[src/rtl/shared_reg_pkg.sv]
// Shared types and helpers for the round-robin shared-register arbiter.
// Optional parity feature in the top is enabled with SHARED_REG_PARITY_EN.
package shared_reg_pkg;

  typedef enum logic {IDLE = 1'b0, HOLD = 1'b1} state_t;

  localparam int DEF_NREQ = 4;
  localparam int IDX_W    = $clog2(DEF_NREQ);

  // Reference round-robin pick for up to 8 requesters: first set bit at or above ptr, wrapping
  function automatic logic [2:0] rr_pick(input logic [7:0] req, input logic [2:0] ptr, input int n);
    logic [2:0] win;
    logic       hit;
    int         j;
    win = '0;
    hit = 1'b0;
    for (int k = 0; k < 8; k++) begin
      if (k < n) begin
        j = (int'(ptr) + k) % n;
        if (!hit && req[j]) begin
          win = 3'(j);
          hit = 1'b1;
        end
      end
    end
    return win;
  endfunction

endpackage

[src/rtl/rr_priority_pick.sv]
// Combinational round-robin selector: rotate req by ptr, pick lowest set bit, map back.
module rr_priority_pick #(
  parameter int NREQ = 4,
  parameter int IW   = $clog2(NREQ)
) (
  input  logic [NREQ-1:0] req,
  input  logic [IW-1:0]   ptr,
  output logic            found,
  output logic [IW-1:0]   idx
);

  logic [NREQ-1:0] rot;
  int              pos;
  int              j;

  always_comb begin
    rot = '0;
    j   = 0;
    for (int i = 0; i < NREQ; i++) begin
      j = i + int'(ptr);
      if (j >= NREQ) j = j - NREQ;
      rot[i] = req[j];
    end
    found = |rot;
    pos   = 0;
    for (int i = NREQ - 1; i >= 0; i--) begin
      if (rot[i]) pos = i;
    end
    pos = pos + int'(ptr);
    if (pos >= NREQ) pos = pos - NREQ;
    idx = IW'(pos);
  end

endmodule

[src/rtl/shared_reg_arbiter.sv]
// Round-robin arbiter sharing one register among NREQ writers, with a post-write HOLD window.
// Define SHARED_REG_PARITY_EN to add q_par / chk_en / par_err parity checking.
module shared_reg_arbiter
  import shared_reg_pkg::*;
#(
  parameter int NREQ  = 4,
  parameter int WIDTH = 8,
  parameter int HOLD  = 2
) (
  input  logic                    clk,
  input  logic                    rst,
  input  logic [NREQ-1:0]         req,
  input  logic [NREQ*WIDTH-1:0]   wdata,
  output logic [NREQ-1:0]         gnt,
  output logic [WIDTH-1:0]        q,
  output logic                    q_valid,
  output logic [$clog2(NREQ)-1:0] owner,
  output logic                    busy
`ifdef SHARED_REG_PARITY_EN
  ,
  output logic                    q_par,
  input  logic                    chk_en,
  output logic                    par_err
`endif
);

  localparam int IW = $clog2(NREQ);

  shared_reg_pkg::state_t state;
  logic [3:0]             cnt;
  logic [IW-1:0]          ptr;
  logic                   found;
  logic [IW-1:0]          win;
  logic [WIDTH-1:0]       win_data;

  rr_priority_pick #(.NREQ(NREQ), .IW(IW)) u_pick (
    .req   (req),
    .ptr   (ptr),
    .found (found),
    .idx   (win)
  );

  assign win_data = wdata[win*WIDTH +: WIDTH];

  // Single FSM: capture, grant pulse and HOLD countdown
  always_ff @(posedge clk) begin
    if (rst) begin
      state   <= shared_reg_pkg::IDLE;
      cnt     <= '0;
      ptr     <= '0;
      q       <= '0;
      gnt     <= '0;
      q_valid <= 1'b0;
      owner   <= '0;
      busy    <= 1'b0;
    end else begin
      gnt     <= '0;
      q_valid <= 1'b0;
      case (state)
        shared_reg_pkg::IDLE: begin
          if (found) begin
            q       <= win_data;
            gnt     <= NREQ'(1) << win;
            q_valid <= 1'b1;
            owner   <= win;
            ptr     <= (win == IW'(NREQ - 1)) ? '0 : win + 1'b1;
            if (HOLD > 0) begin
              state <= shared_reg_pkg::HOLD;
              cnt   <= 4'(HOLD);
              busy  <= 1'b1;
            end
          end
        end
        shared_reg_pkg::HOLD: begin
          if (cnt == 4'd1) begin
            state <= shared_reg_pkg::IDLE;
            cnt   <= '0;
            busy  <= 1'b0;
          end else begin
            cnt <= cnt - 4'd1;
          end
        end
        default: state <= shared_reg_pkg::IDLE;
      endcase
    end
  end

`ifdef SHARED_REG_PARITY_EN
  // Parity tracks q; the error flag is sticky until reset
  always_ff @(posedge clk) begin
    if (rst) begin
      q_par   <= 1'b0;
      par_err <= 1'b0;
    end else begin
      if (state == shared_reg_pkg::IDLE && found) q_par <= ^win_data;
      if (chk_en && ((^q) != q_par)) par_err <= 1'b1;
    end
  end
`endif

endmodule

[config.mk]
export PLATFORM = sky130hd
export DESIGN_NAME = shared_reg_arbiter
export DESIGN_NICKNAME = d
export VERILOG_FILES = /design/src/rtl/shared_reg_pkg.sv /design/src/rtl/rr_priority_pick.sv /design/src/rtl/shared_reg_arbiter.sv
export SDC_FILE = /design/constraint.sdc
export NUM_CORES = 1
export LEC_CHECK = 0
export CORE_MARGIN = 4
export CORE_UTILIZATION = 45
export DETAILED_ROUTE_END_ITERATION = 10
export DONT_BUFFER_PORTS = 1
export GPL_ROUTABILITY_DRIVEN = 0
export HOLD_SLACK_MARGIN = 0.02
export SLEW_MARGIN = 20
export SYNTH_ARGS = -nofsm -noshare
export SYNTH_HDL_FRONTEND = slang
export SYNTH_HIERARCHICAL = 1
export SYNTH_SLANG_ARGS = --single-unit
[constraint.sdc]
create_clock -name clk -period 5 [get_ports clk]
set_input_delay 0.75 -clock clk [delete_from_list [all_inputs] [get_ports clk]]
set_output_delay 0.75 -clock clk [all_outputs]
set_load 0.02 [all_outputs]
# Word level (Yosys, flattened, before mapping)
# Cells that the tools add are included.
[word_totals]
regBits = 23
input_bits = 38
[op_classes]
n_lt_le_gt_ge = 9
n_addsub = 11
eq_ne = 4
n_reduce_logical = 5
bitwise_logic = 2
muxes = 31
shifts = 2
[ops]
columns = ["operator", "n"]
rows = [
  ["$lt A32 B4 Y1 const B", 4],
  ["$mux W32", 4],
  ["$ge A32 B4 Y1 const B", 3],
  ["$sub A32 B4 Y32 const B", 3],
  ["$shiftx A32 B6 Y8", 1],
  ["$mux W1", 12],
  ["$mux W2", 6],
  ["$bmux W1 S2", 4],
  ["$mux W4", 2],
  ["$pmux W4 S2", 1],
  ["$add A2 B2 Y3 const A", 2],
  ["$eq A4 B1 Y1 const B", 1],
  ["$pmux W1 S2", 2],
  ["$reduce_and A2 Y1", 2],
  ["$reduce_or A4 Y1", 1],
  ["$shl A1 B2 Y4 const A", 1],
  ["$sub A2 B3 Y4 const B", 1],
  ["$sub A4 B1 Y4 const B", 1],
  ["$add A1 B2 Y3 const A", 1],
  ["$add A2 B2 Y3", 1],
  ["$ge A2 B3 Y1 const B", 1],
  ["$ge A3 B3 Y1 const B", 1],
  ["$reduce_or A3 Y1", 1],
  ["$add A2 B1 Y2 const B", 1],
  ["other kinds (6)", 7],
]

# Longest topological paths before layout
# Gate-level depths: netlist of the first run.
[depth]
depth_word = 15
depth_mapped = 11
ltp_nobuf = 9

# By module
# The synthesis of the first run kept the hierarchy.
[modules_own_cells]
columns = ["module", "seq_area_each_um2", "n_inst", "cells_each", "area_each_um2"]
rows = [
  ["shared_reg_arbiter", 460.4, 1, 82, 992.2],
  ["rr_priority_pick", 0.0, 1, 25, 166.4],
]

# Worst setup path before layout of the first run
# No wires, ideal clock.
[synth_path]
kind = "input to register"
startpoint = "input req[0]"
endpoint = "register q[0]"
required_time_ns = 4.883
arrival_time_ns = 2.638
n_path_buf = 1
setup_time_ns = 0.117
cell_stages = 10
setup_slack_ns = 2.246
cell_sequence = "nor2_1 a2bb2oi_1 o211ai_1 o21a_1 ha_1 xnor2_1 xnor2_1 buf_1 mux4_2 a22o_1"
[synth_via]
elab_chain_len = 11
[synth_lines]
columns = ["element", "line_no", "rtl"]
rows = [
  ["start: declaration", "shared_reg_arbiter.sv:12", "input logic [NREQ-1:0] req,"],
  ["$bmux W1 S2", "rr_priority_pick.sv:22", "rot[i] = req[j];"],
  ["$mux W1 (not written as such) (2 in a row)", "rr_priority_pick.sv:22", ""],
  ["$mux W2 (3 in a row)", "rr_priority_pick.sv:27", "if (rot[i]) pos = i;"],
  ["$mux W2 *", "rr_priority_pick.sv:27", ""],
  ["$add A2 B2 Y3 *", "rr_priority_pick.sv:29", "pos = pos + int'(ptr);"],
  ["$ge A3 B3 Y1 or $sub A2 B1 Y2 (tied branches)", "rr_priority_pick.sv:30", "if (pos >= NREQ) pos = pos - NREQ;"],
  ["$mux W2 *", "rr_priority_pick.sv:30", ""],
  ["via win[1]", "shared_reg_arbiter.sv:33", "logic [IW-1:0] win;"],
  ["$shiftx A32 B6 Y8 *", "shared_reg_arbiter.sv:43", "assign win_data = wdata[win*WIDTH +: WIDTH];"],
  ["end signal: assignment", "shared_reg_arbiter.sv:62", "q <= win_data;"],
  ["end: declaration", "shared_reg_arbiter.sv:15", "output logic [WIDTH-1:0] q,"],
]
# Mark *: on every way through the listed nets, which the timed path passes. The rest lies on a longest branch. The select of a mux whose other input is x is not followed.
# A chain may end at the register's enable or synchronous reset.

# Worst setup path in the final report of the first run
[layout_path]
startpoint = "register ptr[1]"
endpoint = "register q[5]"
[layout_via]
elab_chain_len = 14
[layout_lines]
columns = ["element", "line_no", "rtl"]
rows = [
  ["start: declaration", "shared_reg_arbiter.sv:31", "logic [IW-1:0] ptr;"],
  ["start signal: assignment", "shared_reg_arbiter.sv:66", "ptr <= (win == IW'(NREQ - 1)) ? '0 : win + 1'b1;"],
  ["$add A2 B2 Y3", "rr_priority_pick.sv:20", "j = i + int'(ptr);"],
  ["$sub A32 B4 Y32 or $ge A32 B4 Y1 (tied branches)", "rr_priority_pick.sv:21", "if (j >= NREQ) j = j - NREQ;"],
  ["$mux W32", "rr_priority_pick.sv:21", ""],
  ["$bmux W1 S2", "rr_priority_pick.sv:22", ""],
  ["$mux W1 (not written as such) (2 in a row)", "rr_priority_pick.sv:22", ""],
  ["$mux W2 (4 in a row)", "rr_priority_pick.sv:27", ""],
  ["$add A2 B2 Y3 *", "rr_priority_pick.sv:29", ""],
  ["$ge A3 B3 Y1 or $sub A2 B1 Y2 (tied branches)", "rr_priority_pick.sv:30", ""],
  ["$mux W2 *", "rr_priority_pick.sv:30", ""],
  ["via win[0]", "shared_reg_arbiter.sv:33", ""],
  ["$shiftx A32 B6 Y8 *", "shared_reg_arbiter.sv:43", ""],
]
# Marks and branches as above.

==> impl_metrics.tcl, run 1 <==
set metrics [dict create \
    globalRouteOverflowTotal 0 \
    ant_nets 0 \
    clkTransAtPathRegs_ps 120 \
    path_class "flop to flop" \
    worst_setup_path_start_kind "flop" \
    cap_violations 0 \
    cts_setup_buffers 0 \
    layout_common_cells "23 x dfxtp_1, 11 x a22o_1, 8 x mux4_2" \
    status "completed" \
    die_w_um 58.7 \
    setup_tns_ps 0 \
    instances_no_fill 135 \
    syn_to_final_growth_pct 3.35 \
    fin_crit_ps 2560 \
    max_clock_freq_mhz 391 \
    yosysSeqAreaShare 0.397 \
    grt_max_degree 16 \
    diodes 0 \
    drc_errors 0 \
    final_hold_viol_count 0 \
    max_stage_delay_ps 670 \
    arrival_ps 2770 \
    final_common_cell "dfxtp_1" \
    cp-endpoint "q[5]$_SDFFE_PP0P_" \
    peakVddDrop_mv 0.331 \
    synth_cell_types 36 \
    grt_pass1_wl_um 3640 \
    row_count 18 \
    final_nets 148 \
    hp-class "input pin to flop" \
    critPathBufInv 0 \
    avgSynthCellArea_um2 10.8 \
    final_cell_area_um2 1200 \
    cts_hold_buf 0 \
    clock_path_buffers 2 \
    reg2reg_from "ptr[1]$_SDFFE_PP0P_" \
    io_pins 54 \
    synthCells 107 \
    fin_worst_skew_ps 1.41 \
    drt-pass1-iter-count 4 \
    critPathRequiredTime_ps 5220 \
    hpwl_um 1810 \
    slew_violations 0 \
    ctsResizeCount 0 \
    ys.flop_type "dfxtp_1" \
    fillers 242 \
    synth_nets 149 \
    whs_ps 480 \
    cts_tree "built" \
    syn-cell-area_um2 1160 \
    vias 853 \
    power.leakage_nw 0.455 \
    crit_chain "nand2_1 > a21oi_1 > o2bb2ai_1 > o21a_1 > ha_1 > mux4_2 > a22o_1" \
    ys_ff_latch 23 \
    ctsHtreeMaxLevel 1 \
    rsz0062_at_grt "false" \
    insertion_delay_ps 310 \
    numCtsBuffers 3 \
    track_usage 0.137 \
    antenna_found_initial 0 \
    drive_above_1_share 0.162 \
    register_area_um2 460 \
    drtIter0Drc 31 \
    root_buffer "clkbuf_4" \
    tightestPinTransition_ps 1040 \
    max_slew_margin 0.304 \
    core_region_area_um2 2480 \
    cp_num_cells 7 \
    r2r_cells 7 \
    synth-edff-count 0 \
    ys.warnings.count 6 \
    place_area_um2 1170 \
    rrSetupSlack_ps 2440 \
    dp.cells 131 \
    wl_per_cell_um 17.8 \
    synthArstFlopShare 0 \
    viasPerCell 6.32 \
    crit_family "adder cells" \
    finalCritPeriodShare 0.512 \
    critPathMaxFanout 13 \
    die_area_um2 3450 \
    hold_depth 1 \
    start_util 0.468 \
    worstSetupEndpointType "flop" \
    powerDensity_nw_per_um2 603 \
    grt_pass1_vias 812 \
    cts.sinks 23 \
    multiInputGateArea_um2 649 \
    port_buffers 0 \
    setup_viol 0 \
    r2r_end "q[5]$_SDFFE_PP0P_" \
    fp.dieH_um 58.7 \
    wl_um 2400 \
    critPathSlowestCell "ha_1" \
    critPathLaunch "ptr[1]$_SDFFE_PP0P_" \
]
==> kinds of logic after synthesis <==
kind of cell               synth area share
adders and majority gates            0.0432
xor gates and xnor gates             0.0227
muxes                                 0.168
buffers and inverters                0.0421
AOI/OAI and AO/OA                     0.173
DFF                                   0.397
and+or+nand+nor                       0.153
==> power breakdown <==
| group | switching (mW) | total, mW | internal, mW |
|---|---|---|---|
| Clock | 0.0554 | 0.0853 | 0.0299 |
| Combinational | 0.139 | 0.324 | 0.184 |
| Sequential | 0.0831 | 0.313 | 0.230 |
| Total | 0.278 | 0.722 | 0.444 |
==> synth_stat cells (all sizes together) (2+ instances only) <==
cell type | instances | area [µm²]
nand2 | 4 | 15.0
a21oi | 5 | 28.8
inv | 4 | 15.0
a22o | 11 | 96.3
mux4 | 8 | 180
nor2b | 3 | 18.8
clkbuf | 2 | 7.51
xnor2 | 2 | 17.5
nand2b | 4 | 25.0
ha | 4 | 50.1
nor2 | 6 | 22.5
dfxtp | 23 | 460
buf | 5 | 26.3
and3 | 2 | 12.5
nor3 | 4 | 20.0
o22ai | 2 | 12.5
o2bb2ai | 2 | 17.5
==> metal layers <==
metal / wire (µm) / global-route usage
met1: 956 / 0.174
met2: 1250 / 0.218
met3: 178 / 0.0439
met4: 18 / 0.0485
met5: 0 / 0
==> registers in the layout, indices dropped and copies added (netlist names) <==
name     cells
q            8
cnt          4
gnt          4
owner        2
ptr          2
busy         1
q_valid      1
state        1
==> worst min-delay path by stage <==
stage,from,to,slack [ps]
2_1_floorplan,ptr[1]$_SDFFE_PP0P_,ptr[1]$_SDFFE_PP0P_,440
3_3_place_gp,cnt[3]$_SDFFE_PP0P_,cnt[3]$_SDFFE_PP0P_,460
3_5_place_dp,cnt[3]$_SDFFE_PP0P_,cnt[3]$_SDFFE_PP0P_,480
4_1_cts,rst,cnt[3]$_SDFFE_PP0P_,470
5_1_grt,rst,cnt[3]$_SDFFE_PP0P_,460
6_report,rst,cnt[3]$_SDFFE_PP0P_,480
==> layout make-up <==
type	count	share of cell area
Sequential cell	23	0.385
Timing Repair Buffer	1	0.00627
Tap cell	30	0.0313
Clock buffer	3	0.0188
Multi-Input combinational cell	73	0.542
Clock inverter	1	0.00418
Inverter	4	0.0125
==> metrics by stage <==
step	util	power, mW	worst slack, ps
final	0.483	0.722	2440
after global placement	0.472	0.635	2180
after detailed placement	0.472	0.644	2120
after floorplan	-	0.592	2250
after global routing	0.483	0.776	2190
after CTS	0.483	0.730	2420
Power figures use the tool's default switching activity.
==> run 2: changes to the inputs <==
==> constraint.sdc (replaced) <==
create_clock -name clk -period 2.3 [get_ports clk]
set_input_delay 0.345 -clock clk [delete_from_list [all_inputs] [get_ports clk]]
set_output_delay 0.345 -clock clk [all_outputs]
set_load 0.02 [all_outputs]
==> impl_metrics.tcl, run 2 (synthesis results as in run 1) <==
set metrics [dict create \
    drc_errors 0 \
    ctsResizeCount 0 \
    setup_tns_ps 0 \
    grt_pass1_wl_um 3590 \
    finalCritPeriodShare 0.941 \
    top_regs "q x8, cnt x4, gnt x4" \
    io_pins 54 \
    max_stage_delay_ps 390 \
    whs_ps 89.5 \
    clock_path_buffers 2 \
    hold_depth 1 \
    drt-pass1-iter-count 2 \
    rrSetupSlack_ps 130 \
    slew_violations 0 \
    core_region_area_um2 2480 \
    drive_above_1_share 0.193 \
    viasPerCell 6.05 \
    final_common_cell "dfxtp_1" \
    power.leakage_nw 0.481 \
    fillers 230 \
    port_buffers 0 \
    cts_hold_buf 0 \
    cp_common_cell "xnor2_1" \
    fp.dieH_um 58.7 \
    top_register "q" \
    arrival_ps 2370 \
    wl_per_cell_um 17.0 \
    fin_worst_skew_ps 5.80 \
    numCtsBuffers 3 \
    largest_reg_flops 8 \
    r2r_cells 10 \
    drtIter0Drc 26 \
    final_nets 152 \
    max_clock_freq_mhz 462 \
    cts_tree "built" \
    insertion_delay_ps 300 \
    path_class "flop to flop" \
    worst_setup_path_start_kind "flop" \
    cap_violations 0 \
    powerDensity_nw_per_um2 1360 \
    setup_viol 0 \
    vias 841 \
    track_usage 0.137 \
    multiInputGateArea_um2 649 \
    diodes 0 \
    row_count 18 \
    layout_common_cells "22 x dfxtp_1, 11 x a22o_1, 8 x mux4_2" \
    wl_um 2370 \
    crit_chain "nand2_1 > a21oi_1 > o2bb2ai_1 > o21a_1 > ha_1 > xnor2_1 > xnor2_1 > buf_12 > mux4_2 > a22o_1" \
    hpwl_um 1860 \
    clkTransAtPathRegs_ps 120 \
    grt_pass1_vias 814 \
    globalRouteOverflowTotal 0 \
    tightestPinTransition_ps 318 \
    ctsHtreeMaxLevel 1 \
    status "completed" \
    ant_nets 0 \
    cts_setup_buffers 0 \
    rsz0062_at_grt "false" \
    final_hold_viol_count 0 \
    die_w_um 58.7 \
    grt_max_degree 16 \
    start_util 0.468 \
    critPathSlowestCell "dfxtp_2" \
    worstSetupEndpointType "flop" \
    antenna_found_initial 0 \
    cts.sinks 23 \
    critPathRequiredTime_ps 2500 \
    fin_crit_ps 2170 \
    die_area_um2 3450 \
    peakVddDrop_mv 1.21 \
    critPathMaxFanout 13 \
    root_buffer "clkbuf_4" \
    register_area_um2 462 \
    syn_to_final_growth_pct 8.10 \
    max_slew_margin 0.788 \
    hp-class "input pin to flop" \
]
[run 2: critical path, delay by kind of cell (launching register included)]
kind	cells	cell delay [ps]
AOI/OAI and AO/OA	4	560
and+or+nand+nor	1	60
muxes	1	310
xor gates and xnor gates	2	370
DFF	1	390
buffers and inverters	1	180
adders and majority gates	1	180
[run 2: cell type report]
class                   count  share of cell area
flip-flops and latches     23               0.369
well taps                  30              0.0300
clock buffers               4              0.0210
multi-input cells          73               0.518
inverters                   4              0.0120
repair buffers              5              0.0500
[run 2: path summary, 6_finish.rpt]
path                             from                  end
setup reg to reg  ptr[1]$_SDFFE_PP0P_    q[5]$_SDFFE_PP0P_
hold / removal                    rst  cnt[3]$_SDFFE_PP0P_
setup / recovery  ptr[1]$_SDFFE_PP0P_    q[5]$_SDFFE_PP0P_
hold reg to reg   cnt[3]$_SDFFE_PP0P_  cnt[3]$_SDFFE_PP0P_
[run 2: stage by stage]
| stage | power [mW] | worst slack, ps | utilization | area [µm²] | instances |
|---|---|---|---|---|---|
| 6_report | 1.70 | 135 | 0.506 | 1250 | 139 |
| 3_5_place_dp | 1.55 | 64.8 | 0.494 | 1220 | 135 |
| 5_1_grt | 1.84 | 3.70 | 0.506 | 1250 | 139 |
| 4_1_cts | 1.73 | 60.9 | 0.505 | 1250 | 139 |
| 2_1_floorplan | 1.29 | 22.0 | - | 1160 | 107 |
| 3_3_place_gp | 1.53 | 106 | 0.494 | 1220 | 135 |
[run 2: routing by layer]
layer	global-route usage	vias up	routed length, µm
met5	0	-	0
met4	0.0291	0	9
met3	0.0702	2	245
met2	0.219	33	1140
met1	0.165	398	972
li1	-	408	-
[run 2: where the power goes]
group          switching (mW)  leakage (nW)  internal [mW]
clock network           0.112        0.0150         0.0675
registers               0.175         0.190          0.501
logic                   0.337         0.276          0.512
==> run 3: changes to the inputs <==
==> constraint.sdc (replaced) <==
create_clock -name clk -period 2.8 [get_ports clk]
set_input_delay 0.42 -clock clk [delete_from_list [all_inputs] [get_ports clk]]
set_output_delay 0.42 -clock clk [all_outputs]
set_load 0.02 [all_outputs]
==> impl_metrics.tcl, run 3 (synthesis results as in run 1) <==
set metrics [dict create \
    numCtsBuffers 3 \
    start_util 0.468 \
    largest_reg_flops 8 \
    max_stage_delay_ps 530 \
    fillers 234 \
    critPathMaxFanout 11 \
    setup_viol 0 \
    tightestPinTransition_ps 881 \
    fin_ws_ps 311 \
    max_clock_freq_mhz 402 \
    cts_setup_buffers 0 \
    setup_tns_ps 0 \
    wl_per_cell_um 17.6 \
    critPathSlowestCell "xnor2_2" \
    drt-met1-wl_um 976 \
    highest_layer "met4" \
    die_area_um2 3450 \
    top_register "q" \
    clkTransAtPathRegs_ps 120 \
    root_buffer "clkbuf_4" \
    critPathRequiredTime_ps 3010 \
    wl_met3_um 168 \
    whs_ps 155 \
    crit_chain "nand2_1 > a21oi_1 > o2bb2ai_1 > o21a_1 > ha_1 > xnor2_1 > xnor2_2 > mux4_2 > a22o_1" \
    wl_um 2420 \
    cts_tree "built" \
    cts_hold_buf 0 \
    place_area_um2 1190 \
    ant_nets 0 \
    row_count 18 \
    worstSetupEndpointType "flop" \
    drive_above_1_share 0.194 \
    fin_worst_skew_ps 2.22 \
    fp.dieH_um 58.7 \
    fin_crit_ps 2490 \
    drc_errors 0 \
    die_w_um 58.7 \
    io_pins 54 \
    critPathLaunch "ptr[1]$_SDFFE_PP0P_" \
    viasPerCell 6.07 \
    max_slew_margin 0.410 \
    ctsHtreeMaxLevel 1 \
    drt-pass1-iter-count 4 \
    grt_max_degree 16 \
    vias 838 \
    hp-class "input pin to flop" \
    final_common_cell "dfxtp_1" \
    globalRouteOverflowTotal 0 \
    crit_family "XOR/XNOR gates" \
    post-place-ws_ps -44.4 \
    instances_no_fill 138 \
    status "completed" \
    powerDensity_nw_per_um2 1080 \
    syn_to_final_growth_pct 5.94 \
    hpwl_um 1910 \
    track_usage 0.146 \
    reg2reg_from "ptr[1]$_SDFFE_PP0P_" \
    drtIter0Drc 37 \
    grt_pass1_vias 805 \
    arrival_ps 2700 \
    power.leakage_nw 0.477 \
    cap_violations 0 \
    path_class "flop to flop" \
    insertion_delay_ps 300 \
    peakVddDrop_mv 0.650 \
    diodes 0 \
    finalCritPeriodShare 0.889 \
    worst_setup_path_start_kind "flop" \
    port_buffers 0 \
    critPathBufInv 0 \
    cts.sinks 23 \
    min-delay-start "rst" \
    core_region_area_um2 2480 \
    multiInputGateArea_um2 657 \
    final_hold_viol_count 0 \
    dp.cells 134 \
    clock_path_buffers 2 \
    top_regs "q x8, cnt x4, gnt x4" \
    register_area_um2 460 \
    wl_met2_um 1240 \
    final_nets 151 \
    layout_common_cells "23 x dfxtp_1, 11 x a22o_1, 8 x mux4_2" \
    grt_pass1_wl_um 3770 \
    rsz0062_at_grt "false" \
    final_cell_area_um2 1230 \
    slew_violations 0 \
    antenna_found_initial 0 \
]
## run 3: cell types whose count changed in the layout (fill, tap and decap cells not counted), sizes merged
cell / change
clkbuf: -1
clkinv: +1
buf: -1
## run 3: power by group
part / switching (mW) / internal, mW
Clock: 0.0974 / 0.0533
Sequential: 0.142 / 0.410
Combinational: 0.261 / 0.356
Total: 0.500 / 0.819
## run 3: cell type report
cell class | count | area share
well taps | 30 | 0.0306
repair buffers | 4 | 0.0245
flip-flops and latches | 23 | 0.375
multi-input cells | 73 | 0.535
clock inverters | 1 | 0.00408
clock buffers | 3 | 0.0183
inverters | 4 | 0.0122
## run 3: worst paths after layout
check,end,slack (ps),cells after the start
setup / recovery,q[5]$_SDFFE_PP0P_,310,9
hold reg to reg,cnt[3]$_SDFFE_PP0P_,490,2
hold / removal,cnt[3]$_SDFFE_PP0P_,160,1
setup reg to reg,q[5]$_SDFFE_PP0P_,310,9
## run 3: stage by stage
step	power [mW]	util
final	1.32	0.495
after floorplan	1.06	-
after CTS	1.34	0.495
after global routing	1.42	0.495
after global placement	1.16	0.481
after detailed placement	1.18	0.481
## run 3: repair_timing
item / in CTS / in global routing
gates resized for setup: 1 / 0
endpoints found under the setup margin: 1 / 0
endpoints found under the hold margin: 0 / 0
## run 3: layer usage
metal  global-route usage  up-vias
met5                    0        -
met4               0.0680        0
met3               0.0395        4
met2                0.248       34
met1                0.169      397
li1                     -      403
